--- src/rtl/mac_pipeline_n.sv ---
// rtl/mac_pipeline_n.sv - three-stage N-channel unsigned multiply-accumulate
// Optional saturation with sticky overflow flag: define MAC_PIPELINE_SAT_EN.
module mac_pipeline_n #(
    parameter int W     = 10,
    parameter int N     = 2,
    parameter int OUT_W = 24
) (
    input  logic               clk,
    input  logic               rst_n,
    input  logic               in_valid,
    input  logic [N*W-1:0]     a,
    input  logic [N*W-1:0]     b,
    input  logic               acc_mode,
    input  logic               clr,
    output logic               out_valid,
    output logic [OUT_W-1:0]   out,
    output logic               ovf
);
    localparam int PROD_W = 2 * W;
    localparam int SUM_W  = PROD_W + $clog2(N);

    logic [N-1:0][PROD_W-1:0] p_d;
    logic [N-1:0][PROD_W-1:0] p_q;
    logic                     v1, m1;
    logic [SUM_W-1:0]         sum_d;
    logic [SUM_W-1:0]         sum_q;
    logic                     v2, m2;
    logic [OUT_W-1:0]         next_out;

    // Operands are widened before multiplying so the product keeps all 2W bits.
    always_comb begin
        p_d = '0;
        for (int i = 0; i < N; i++) begin
            p_d[i] = PROD_W'(a[i*W +: W]) * PROD_W'(b[i*W +: W]);
        end
    end

    always_ff @(posedge clk or negedge rst_n) begin
        if (!rst_n) begin
            p_q <= '0;
            v1  <= 1'b0;
            m1  <= 1'b0;
        end else begin
            p_q <= p_d;
            v1  <= in_valid;
            m1  <= acc_mode;
        end
    end

    always_comb begin
        sum_d = '0;
        for (int i = 0; i < N; i++) begin
            sum_d = sum_d + SUM_W'(p_q[i]);
        end
    end

    always_ff @(posedge clk or negedge rst_n) begin
        if (!rst_n) begin
            sum_q <= '0;
            v2    <= 1'b0;
            m2    <= 1'b0;
        end else begin
            sum_q <= sum_d;
            v2    <= v1;
            m2    <= m1;
        end
    end

`ifdef MAC_PIPELINE_SAT_EN
    localparam int EXT_W = ((OUT_W > SUM_W) ? OUT_W : SUM_W) + 1;

    logic [EXT_W-1:0] total;
    logic             over;
    logic             ovf_q;

    // A concurrent clr drops the old accumulator so the item starts fresh.
    always_comb begin
        total    = ((m2 && !clr) ? EXT_W'(out) : EXT_W'(0)) + EXT_W'(sum_q);
        over     = |total[EXT_W-1:OUT_W];
        next_out = over ? {OUT_W{1'b1}} : total[OUT_W-1:0];
    end

    always_ff @(posedge clk or negedge rst_n) begin
        if (!rst_n) begin
            ovf_q <= 1'b0;
        end else if (v2) begin
            ovf_q <= (clr ? 1'b0 : ovf_q) | over;
        end else if (clr) begin
            ovf_q <= 1'b0;
        end
    end

    assign ovf = ovf_q;
`else
    always_comb begin
        next_out = ((m2 && !clr) ? out : '0) + OUT_W'(sum_q);
    end

    assign ovf = 1'b0;
`endif

    always_ff @(posedge clk or negedge rst_n) begin
        if (!rst_n) begin
            out       <= '0;
            out_valid <= 1'b0;
        end else begin
            out_valid <= v2;
            if (v2) begin
                out <= next_out;
            end else if (clr) begin
                out <= '0;
            end
        end
    end
endmodule

--- config.mk ---
export PLATFORM = sky130hd
export DESIGN_NAME = mac_pipeline_n
export DESIGN_NICKNAME = d
export VERILOG_FILES = /design/src/rtl/mac_pipeline_n.sv
export SDC_FILE = /design/constraint.sdc
export NUM_CORES = 1
export LEC_CHECK = 0
export BUFFER_PORTS_ARGS = -buffer_cell sky130_fd_sc_hd__clkbuf_2
export CORE_AREA = 2 2 115 228
export DETAILED_ROUTE_END_ITERATION = 7
export DIE_AREA = 0 0 117 230
export GPL_TIMING_DRIVEN = 0
export PLACE_DENSITY = 0.61
export SKIP_CTS_REPAIR_TIMING = 1
export SYNTH_ARGS = -nofsm -noshare
export SYNTH_HDL_FRONTEND = slang
export SYNTH_SLANG_ARGS = --single-unit
--- constraint.sdc ---
create_clock -name clk -period 6.9 [get_ports clk]
set_input_delay 1.38 -clock clk [delete_from_list [all_inputs] [get_ports clk]]
set_output_delay 1.38 -clock clk [all_outputs]
set_load 0.1 [all_outputs]
After elaboration in Yosys (flattened, before gate mapping)
Cells that the tools add are included.
{"block": "op_classes", "addsub": 2, "mul": 2, "mux": 3, "reduce_logical": 3}
{"cell": "24-bit two-way mux", "n": 3}
{"cell": "10-bit by 10-bit multiplier with 20-bit output", "n": 2}
{"cell": "24-bit by 21-bit adder with 24-bit output", "n": 1}
{"cell": "20-bit by 20-bit adder with 21-bit output", "n": 1}
{"cell": "2-bit nonzero test", "n": 1}
{"cell": "1-bit logical AND", "n": 1}
{"cell": "1-bit logical NOT", "n": 1}
{"block": "totals", "regBits": 90, "inputBits": 45, "output_inout_bits": 26, "wordCells": 19}

Longest topological paths before layout
Gate-level depths: netlist of the first run.
{"block": "logic_depth", "ltp_word": 5, "ltp_mapped": 21}

Worst setup path before layout of the first run
OpenSTA, ideal clock, no wires.
{"block": "synth_path", "kind": "input -> register", "from": "input port b[11]", "to": "register p_q[39] (netlist bit)", "setup_ns": 0.110, "t_arrival_ns": 5.990, "t_required_ns": 6.790, "path_slack_ns": 0.800, "stages": 19, "path_cell_list": "clkbuf_1 > nand2_1 > fa_1 > inv_1 > fa_1 > inv_1 > fa_1 > inv_1 > fa_1 > inv_1 > fa_1 > inv_1 > ha_1 > or3_1 > o21ai_0 > nor3_1 > nor3_1 > a21oi_1 > o41ai_1"}
{"element": "start: declaration", "line": "12", "source": "input logic [N*W-1:0] b,"}
{"element": "end signal: assignment", "line": "44", "source": "p_q <= p_d;"}
{"element": "end: declaration", "line": "23", "source": "logic [N-1:0][PROD_W-1:0] p_q;"}

==> results.md, run 1 <==
* Final Util at 0.485
* Crit end category: flip-flop
* Cell area after layout at 12,200 µm²
* Core Area at 25,100 µm²
* Cells after Synth at 1,165
* Yosys cell types at 61
* Post-Syn Nets at 1,487
* Max cap viols at 0
* Die Wd at 117 µm
* WL final at 25.0 mm
* Layout Skew at 0.00768 ns
* ANT nets after route at 0
* Reg2Reg Capture Point: out[19]
* R2r startpoint: m2
* Nets at 1,550
* Combinational power share at 0.721
* RSZ-0062 raised after global routing: no
* Buf+Inv Stages, Crit Path at 6
* Post-synth top cells: and2_1 (156), ha_1 (151), inv_1 (135), fa_1 (126), nand2_1 (99)
* Post-synthesis sequential area ratio at 0.202
* CP Launch Type: input pin
* DRT iter0 DRCs at 334
* CTS Sinks at 90
* Root cell of the clock tree: clkbuf_16
* Final setup TNS at 0 ns
* Worst EP arrival at 6.58 ns
* Vias in the first global route at 8,953
* Yosys reg bits at 90
* Initial Utilization at 0.444
* Die ar. at 26,900 µm²
* Hold path endpoint: v2
* Worst Max-Slew Pin Slew at 0.754 ns
* Share of layout cells above drive strength 1 at 0.0657
* TritonCTS Buffers at 9
* Routed via count at 8,272
* Total congestion overflow at 0
* Placed Cells at 1,553
* Max VDD drop at 0.184 mV
* Met3 Use GR at 0.0142
* Hold Path Class: reg2reg
* Clock slew at reported path FFs at 0.06 ns
* Pwr dens at 427 nW/µm²
* Clock share of power at 0.107
* Yosys top cell area share at 0.226
* Fraction of registers with async set/reset at 1.00
* GRT met2 Usage at 0.403
* Grt met1 use at 0.202
* Sequential power share at 0.172
* Worst EP required at 7.13 ns
* LEAKAGE at 6.18 nW
* Fmax at 157 MHz
* Slew Viols, Final at 0
* YS warnings at 0
* FF-to-FF setup slack at 2.86 ns
* Cell Area, Placed at 11,900 µm²
* Vias per cell at 5.27
* Most frequent cell after synthesis: and2_1
* Worst-case clock buffer depth at 2
* Largest net degree at the start of global routing at 49
* First-pass iteration count of the detailed router at 5
* Worst stage delay on the critical path at 0.57 ns
* First-pass GRT wire length at 42.4 mm
* Relative slew slack at 0.498
* CTS tree: built
* Hold Path Depth at 0
* Die Height at 230 µm
* Buffers on Ports at 51
* Worst-path fanout max at 10
* # rows at 82
* Busiest grt layer: met2
* H-tree depth at 3
* CP cell instances: clkbuf_1 > nand2_1 > fa_1 > inv_1 > fa_1 > inv_1 > fa_1 > inv_1 > fa_1 > inv_1 > fa_1 > inv_1 > ha_1 > or3_1 > o21ai_0 > nor3_1 > nor3_1 > a21oi_1 > o41ai_1
* Place WS at 0.215 ns
* DRC violations left at 0
* Period utilization at 0.920
* Mapped Area at 11,200 µm²
* Total GRT Usage at 0.201
* Top Family by Delay on Critical Path: adder cells
* Antenna violations before repair at 0
* Most used flip-flop cell after synthesis: dfrtp_1
* Worst reg-to-reg path cell count at 13
* Internal Pwr Total at 0.00264 W
* # diodes at 0
* Area growth syn-to-layout at 9.33%
* Final setup margin at 0.550 ns
* Synth area leaders: fa_1 (23%), dfrtp_1 (20%), ha_1 (17%), and2_1 (8.7%), inv_1 (4.5%)
* EDFF count, synth at 0
* Tmin final at 6.35 ns
* DPL Wire Length at 20.9 mm
* Crit-path slowest cell: fa_1
* Hold path start: v1
* Hold Vio Cnt, Final at 0
* Final setup viols at 0
* Cell accounting for the most synthesized area: fa_1
* Final std cells w/o fill at 1,569
* WL per Instance at 15.9 µm
* GPL Wtd Cong at 0.855
* CP Class: in2reg
* Outcome: complete, no violations
* I/O pins at 71
* Syn_area_per_cell at 9.58 µm²
* NetSw at 0.00257 W
* Switching share of power at 0.493
* Skew-Pair Late Insertion Delay at 0.35 ns
[flip-flops by register name, summed over array words and instances, names as in the netlist]
register	count
out	24
m1	1
m2	1
p_q	40
v1	1
out_valid	1
v2	1
sum_q	21
[worst max-delay path by stage]
stage	start	endpoint	cells after the start
after floorplan	b[11]	p_q[39]	19
after CTS	b[11]	p_q[39]	19
final	b[11]	p_q[39]	19
after detailed placement	b[11]	p_q[39]	19
after global routing	b[11]	p_q[39]	19
after global placement	b[11]	p_q[39]	19
[stage by stage]
step	hold WS [ns]	total power [W]
floorplan	0.331	0.00386
finish	0.347	0.00521
detailed placement	0.336	0.00470
global placement	0.333	0.00467
global route	0.359	0.00578
CTS	0.350	0.00530
[worst register-to-register path, cell delays in order, from the launching register on]
cell and delay, ns:
dfrtp_1 0.39, inv_1 0.12, nor2_1 0.19, clkbuf_1 0.41
and2_1 0.25, ha_1 0.25, a211oi_1 0.40, o211ai_1 0.28
nand3_1 0.18, a21boi_1 0.13, a221oi_1 0.70, o21ai_0 0.25
xor2_1 0.19, a21o_1 0.19
[placed cells by master (no fill, tap or decap), drive strengths merged, types with 3 or more instances in the layout]
cell	n
o21bai	15
nor3	9
nor3b	6
nand3	12
a31oi	5
bufinv	3
nand3b	3
o21ai	44
a31o	5
dfrtp	90
a21oi	56
and2	156
a211oi	7
inv	135
xnor2	50
clkbuf	90
nand2b	20
xor2	13
nand2	99
fa	126
o21a	14
nor2b	6
o211ai	7
nor2	34
o31ai	3
or3	5
a21o	28
and3	4
ha	151
[layout make-up]
cell class	count	area, µm²
Clock buffer	11	233
Sequential cell	90	2250
Inverter	135	507
Timing Repair Buffer	52	285
Tap cell	336	420
Buffer	29	116
Multi-Input combinational cell	911	8280
Clock inverter	5	103
Fill cell	2426	12900
[power groups by stage]
stage                     clock, W  combinational, W  sequential, W
final                     0.000559           0.00376       0.000897
after global routing      0.000595           0.00426       0.000921
after floorplan                  0           0.00261        0.00125
after CTS                 0.000572           0.00383       0.000901
after detailed placement         0           0.00379       0.000909
after global placement           0           0.00377       0.000905
[logic make-up (layout without fill, tap and decap cells)]
family / count (synthesis) / count (layout) / synth area share
simple gates: 360 / 360 / 0.171
fa+ha+maj: 277 / 277 / 0.395
compound gates: 209 / 209 / 0.125
buf+inv: 164 / 232 / 0.0558
flops: 90 / 90 / 0.202
xor+xnor: 63 / 63 / 0.0495
other cells: 1 / 1 / 0.000336
mux: 1 / 1 / 0.000897
[metal layers]
metal	vias to the layer above	routed length, µm
met2	112	15000
met3	52	341
met1	4144	8620
met4	0	1030
met5	-	0
li1	3964	-
Power figures use the tool's default switching activity.
==> run 2: changes to the inputs <==
RECOVER_POWER = 25   (was not set)
clock period = 6.76 ns   (was 6.9 ns; I/O delays follow)
==> results.md, run 2 (synthesis results as in run 1) <==
* LEAKAGE at 6.17 nW (was 6.18 nW)
* Root cell of the clock tree: clkbuf_16 (unchanged)
* Crit end category: flip-flop (unchanged)
* Commonest non-fill, non-tap cell in the layout: and2_1 (unchanged)
* Worst-path fanout max at 10 (unchanged)
* Period utilization at 0.934
* Hold Path Class: reg2reg (unchanged)
* Layout Skew at 0.00768 ns (about the same)
* Die Wd at 117 µm (unchanged)
* Number of flip-flops in the largest register at 40 (unchanged)
* RSZ-0062 raised after global routing: no (unchanged)
* Vias in the first global route at 8,953 (unchanged)
* CTS Sinks at 90 (unchanged)
* Final setup viols at 0 (unchanged)
* First-pass GRT wire length at 42.4 mm (unchanged)
* DPL Wire Length at 20.9 mm (unchanged)
* WL final at 25.0 mm (about the same)
* Share of layout cells above drive strength 1 at 0.0649 (was 0.0657)
* Final std cells w/o fill at 1,569 (unchanged)
* TritonCTS Buffers at 9 (unchanged)
* Largest net degree at the start of global routing at 49 (unchanged)
* WL per Instance at 15.9 µm (about the same)
* Placed Cells at 1,553 (unchanged)
* Max cap viols at 1 (was 0)
* Largest Register: p_q (unchanged)
* Pwr dens at 436 nW/µm² (was 427 nW/µm²)
* CP Class: in2reg (unchanged)
* Fmax at 158 MHz
* Antenna violations before repair at 0 (unchanged)
* Core Area at 25,100 µm² (unchanged)
* Die ar. at 26,900 µm² (unchanged)
* Tot Pwr at 0.00532 W (was 0.00521 W)
* Wire length on met2 at 14.9 mm (was 15.0 mm)
* Outcome: complete, but fails checks (was complete, no violations)
* Die Height at 230 µm (unchanged)
* Relative slew slack at -0.529 (was 0.498)
* Max VDD drop at 0.187 mV (was 0.184 mV)
* Slew Viols, Final at 43 (was 0)
* CP Launch Type: input pin (unchanged)
* Final setup margin at 0.443 ns (was 0.550 ns)
* Area growth syn-to-layout at 9.30% (was 9.33%)
* # rows at 82 (unchanged)
* Max Used Layer: met4 (unchanged)
* First-pass iteration count of the detailed router at 4 (was 5)
* Metal-1 WL at 8.61 mm (was 8.62 mm)
* Vias per cell at 5.27 (about the same)
* Commonest cells after routing, fill and taps aside: and2_1 (156), ha_1 (151), inv_1 (135) (unchanged)
* H-tree depth at 3 (unchanged)
* Total GRT Usage at 0.201 (unchanged)
* Worst-case clock buffer depth at 2 (unchanged)
* Tmin final at 6.32 ns
* DRT iter0 DRCs at 334 (unchanged)
* Initial Utilization at 0.444 (unchanged)
* CTS tree: built (unchanged)
* Routed via count at 8,265 (was 8,272)
* Total congestion overflow at 0 (unchanged)
* Top Registers: p_q (40), out (24), sum_q (21) (unchanged)
* # diodes at 0 (unchanged)
* DRC violations left at 0 (unchanged)
* Worst Max-Slew Pin Slew at 2.29 ns (was 0.754 ns)
* GPL Wtd Cong at 0.855 (unchanged)
* Skew-Pair Late Insertion Delay at 0.35 ns (about the same)
* Clock slew at reported path FFs at 0.06 ns (about the same)
* Hold Vio Cnt, Final at 0 (unchanged)
* Final hold slack at 0.347 ns (about the same)
* Violated checks: max-capacitance violations, max-slew violations
* Worst EP required at 6.99 ns (was 7.13 ns)
* ANT nets after route at 0 (unchanged)
* I/O pins at 71 (unchanged)
* Nets at 1,550 (unchanged)
* Buffers on Ports at 51 (unchanged)
* Met3 WL post-DR at 419 µm (was 341 µm)
* Final setup TNS at 0 ns (unchanged)
* Worst EP arrival at 6.55 ns (was 6.58 ns)
* Place WS at 0.103 ns (was 0.215 ns)
[run 2: worst paths after layout]
check / end / cells past startpoint / slack, ns / start
max: p_q[39] / 19 / 0.44 / b[11]
min: v2 / 0 / 0.35 / v1
max reg2reg: out[19] / 13 / 2.71 / m2
min reg2reg: v2 / 0 / 0.35 / v1
max in group asynchronous: p_q[16] / 1 / 3.76 / rst_n
min in group asynchronous: out_valid / 1 / 1.68 / rst_n
[run 2: report_power, final]
group | internal [W] | switching (W) | leakage, nW
combinational | 0.00153 | 0.00230 | 4.92
sequential | 0.000804 | 0.000112 | 1.09
clock | 0.000361 | 0.000209 | 0.160
total | 0.00270 | 0.00263 | 6.17
[run 2: per-stage QoR]
stage	utilization	instance area, µm²
finish	0.485	12200
global route	0.485	12200
CTS	0.485	12200
detailed placement	0.472	11900
global placement	0.471	11800
floorplan	-	11200
[run 2: critical path: stages]
cell,delay (ns)
clkbuf_1,0.38
nand2_1,0.16
fa_1,0.57
inv_1,0.06
fa_1,0.51
inv_1,0.06
fa_1,0.52
inv_1,0.05
fa_1,0.51
inv_1,0.06
fa_1,0.47
inv_1,0.04
ha_1,0.33
or3_1,0.38
o21ai_0,0.11
nor3_1,0.10
nor3_1,0.36
a21oi_1,0.18
o41ai_1,0.34
[run 2: metal layers]
metal / vias up / GRT usage
li1: 3965 / -
met1: 4123 / 0.202
met2: 125 / 0.403
met3: 52 / 0.0142
met4: 0 / 0.0864
met5: - / 0
[run 2: final cells by class]
class,count,area [µm²]
plain buffers,29,116
inverters,135,507
well taps,336,420
clock buffers,11,233
fillers,2427,12900
clock inverters,5,103
flip-flops and latches,90,2250
repair buffers,52,282
multi-input cells,911,8280
==> run 3: changes to the inputs <==
CORE_AREA = 2 2 161 163   (was 2 2 115 228)
DIE_AREA = 0 0 163 165   (was 0 0 117 230)
SKIP_LAST_GASP = 1   (was not set)
==> results.md, run 3 (synthesis results as in run 1) <==
* Switching share of power at 0.489 (was 0.493)
* Internal Pwr Total at 0.00266 W (was 0.00270 W)
* Violated checks: max-capacitance violations, max-slew violations (unchanged)
* RSZ-0062 raised after global routing: no (unchanged)
* Layout Skew at 0.00690 ns (was 0.00768 ns)
* Crit end category: flip-flop (unchanged)
* # rows at 58 (was 82)
* Max VDD drop at 0.327 mV (was 0.187 mV)
* Top Family by Delay on Critical Path: adder cells (unchanged)
* CP Launch Type: input pin (unchanged)
* Max cap viols at 2 (was 1)
* WL final at 22.5 mm (was 25.0 mm)
* Worst-case clock buffer depth at 2 (unchanged)
* Slew Viols, Final at 93 (was 43)
* Top Registers: p_q (40), out (24), sum_q (21) (unchanged)
* Period utilization at 0.928 (was 0.934)
* Worst Max-Slew Pin Slew at 3.09 ns (was 2.29 ns)
* Total congestion overflow at 0 (unchanged)
* DRC violations left at 0 (unchanged)
* H-tree depth at 3 (unchanged)
* Area growth syn-to-layout at 9.00% (was 9.30%)
* Final setup TNS at 0 ns (unchanged)
* CP cell instances: clkbuf_1 > nand2_1 > fa_1 > inv_1 > fa_1 > inv_1 > fa_1 > inv_1 > fa_1 > inv_1 > fa_1 > inv_1 > ha_1 > or3_1 > o21ai_0 > nor3_1 > nor3_1 > a21oi_1 > o41ai_1 (unchanged)
* Number of flip-flops in the largest register at 40 (unchanged)
* First-pass iteration count of the detailed router at 4 (unchanged)
* Worst EP required at 6.98 ns (was 6.99 ns)
* LEAKAGE at 6.16 nW (was 6.17 nW)
* Pwr dens at 428 nW/µm² (was 436 nW/µm²)
* Commonest non-fill, non-tap cell in the layout: and2_1 (unchanged)
* Largest Register: p_q (unchanged)
* Largest net degree at the start of global routing at 62 (was 49)
* CTS Sinks at 90 (unchanged)
* Buffers on Ports at 51 (unchanged)
* Register cell area after layout at 2250 µm² (unchanged)
* I/O pins at 71 (unchanged)
* Clock share of power at 0.105 (was 0.107)
* Share of layout cells above drive strength 1 at 0.0657 (was 0.0649)
* DPL Wire Length at 18.4 mm (was 20.9 mm)
* Area of the multi-input gates at 8280 µm² (unchanged)
* Relative slew slack at -1.06 (was -0.529)
* Fmax at 159 MHz (was 158 MHz)
* Sequential power share at 0.176 (was 0.172)
* WL per Instance at 14.4 µm (was 15.9 µm)
* Nets at 1,550 (unchanged)
* Hold Vio Cnt, Final at 0 (unchanged)
* Antenna violations before repair at 0 (unchanged)
* CP Class: in2reg (unchanged)
* Final hold slack at 0.352 ns (was 0.347 ns)
* Worst stage delay on the critical path at 0.55 ns (was 0.57 ns)
* DRT iter0 DRCs at 389 (was 334)
* NetSw at 0.00254 W (was 0.00263 W)
* Fillcell total at 2,422 (was 2,427)
* ANT nets after route at 0 (unchanged)
* Die Wd at 163 µm (was 117 µm)
* Die Height at 165 µm (was 230 µm)
* Hold Path Class: reg2reg (unchanged)
* Routed via count at 8,014 (was 8,265)
* First-pass GRT wire length at 39.5 mm (was 42.4 mm)
* Vias in the first global route at 8,308 (was 8,953)
* Total GRT Usage at 0.181 (was 0.201)
* Die ar. at 26,900 µm² (about the same)
* GPL Wtd Cong at 0.840 (was 0.855)
* Commonest cells after routing, fill and taps aside: and2_1 (154), ha_1 (151), inv_1 (135) (was and2_1 (156), ha_1 (151), inv_1 (135))
* Buf+Inv Stages, Crit Path at 6 (unchanged)
* Outcome: complete, but fails checks (unchanged)
* Crit-path slowest cell: fa_1 (unchanged)
* Worst EP arrival at 6.49 ns (was 6.55 ns)
* # diodes at 0 (unchanged)
* Root cell of the clock tree: clkbuf_16 (unchanged)
* Final setup viols at 0 (unchanged)
* Core Area at 25,000 µm² (was 25,100 µm²)
* Skew-Pair Late Insertion Delay at 0.34 ns (was 0.35 ns)
* Initial Utilization at 0.446 (was 0.444)
* Clock slew at reported path FFs at 0.06 ns (about the same)
* Tmin final at 6.27 ns (was 6.32 ns)
* TritonCTS Buffers at 9 (unchanged)
* Worst-path fanout max at 10 (unchanged)
* Vias per cell at 5.13 (was 5.27)
* Combinational power share at 0.719 (was 0.721)
* CTS tree: built (unchanged)
## run 3: cell type report
| cell class | instances | share of cell area |
|---|---|---|
| Buffer | 29 | 0.00957 |
| Clock buffer | 10 | 0.0196 |
| Clock inverter | 6 | 0.00782 |
| Inverter | 135 | 0.0417 |
| Multi-Input combinational cell | 911 | 0.681 |
| Sequential cell | 90 | 0.185 |
| Tap cell | 330 | 0.0339 |
| Timing Repair Buffer | 52 | 0.0212 |
## run 3: routing by layer
metal  GRT usage  vias to the layer above  part of all wire
met5           0                        -                 0
met4      0.0390                        0             0.013
li1            -                     3963                 -
met3      0.0213                       18             0.022
met1       0.241                     3944              0.47
met2       0.318                       89              0.50
## run 3: path summary, 6_finish.rpt
kind | startpoint | to | slack [ns] | depth (start not counted)
min in group asynchronous | rst_n | out[2] | 1.38 | 1
worst min-delay path | m1 | m2 | 0.35 | 0
worst min register to register | m1 | m2 | 0.35 | 0
max in group asynchronous | rst_n | p_q[36] | 1.77 | 2
worst max-delay path | a[17] | p_q[39] | 0.49 | 19
worst max register to register | m2 | out[21] | 3.17 | 13
## run 3: through the flow
step | util | worst slack (ns) | power [W] | instances | area (µm²)
after global routing | 0.486 | 0.114 | 0.00580 | 1563 | 12200
final | 0.486 | 0.489 | 0.00520 | 1563 | 12200
after floorplan | - | 0.688 | 0.00394 | 1165 | 11200
after detailed placement | 0.474 | 0.113 | 0.00467 | 1547 | 11900
after CTS | 0.487 | 0.448 | 0.00527 | 1563 | 12200
after global placement | 0.472 | 0.117 | 0.00465 | 1546 | 11800
## run 3: power by group through the flow
| stage | clock, W | sequential, W | combinational (W) |
|---|---|---|---|
| after floorplan | 0 | 0.00127 | 0.00267 |
| after global placement | 0 | 0.000926 | 0.00372 |
| after detailed placement | 0 | 0.000926 | 0.00375 |
| after CTS | 0.000567 | 0.000918 | 0.00378 |
| after global routing | 0.000589 | 0.000938 | 0.00427 |
| final | 0.000548 | 0.000915 | 0.00374 |
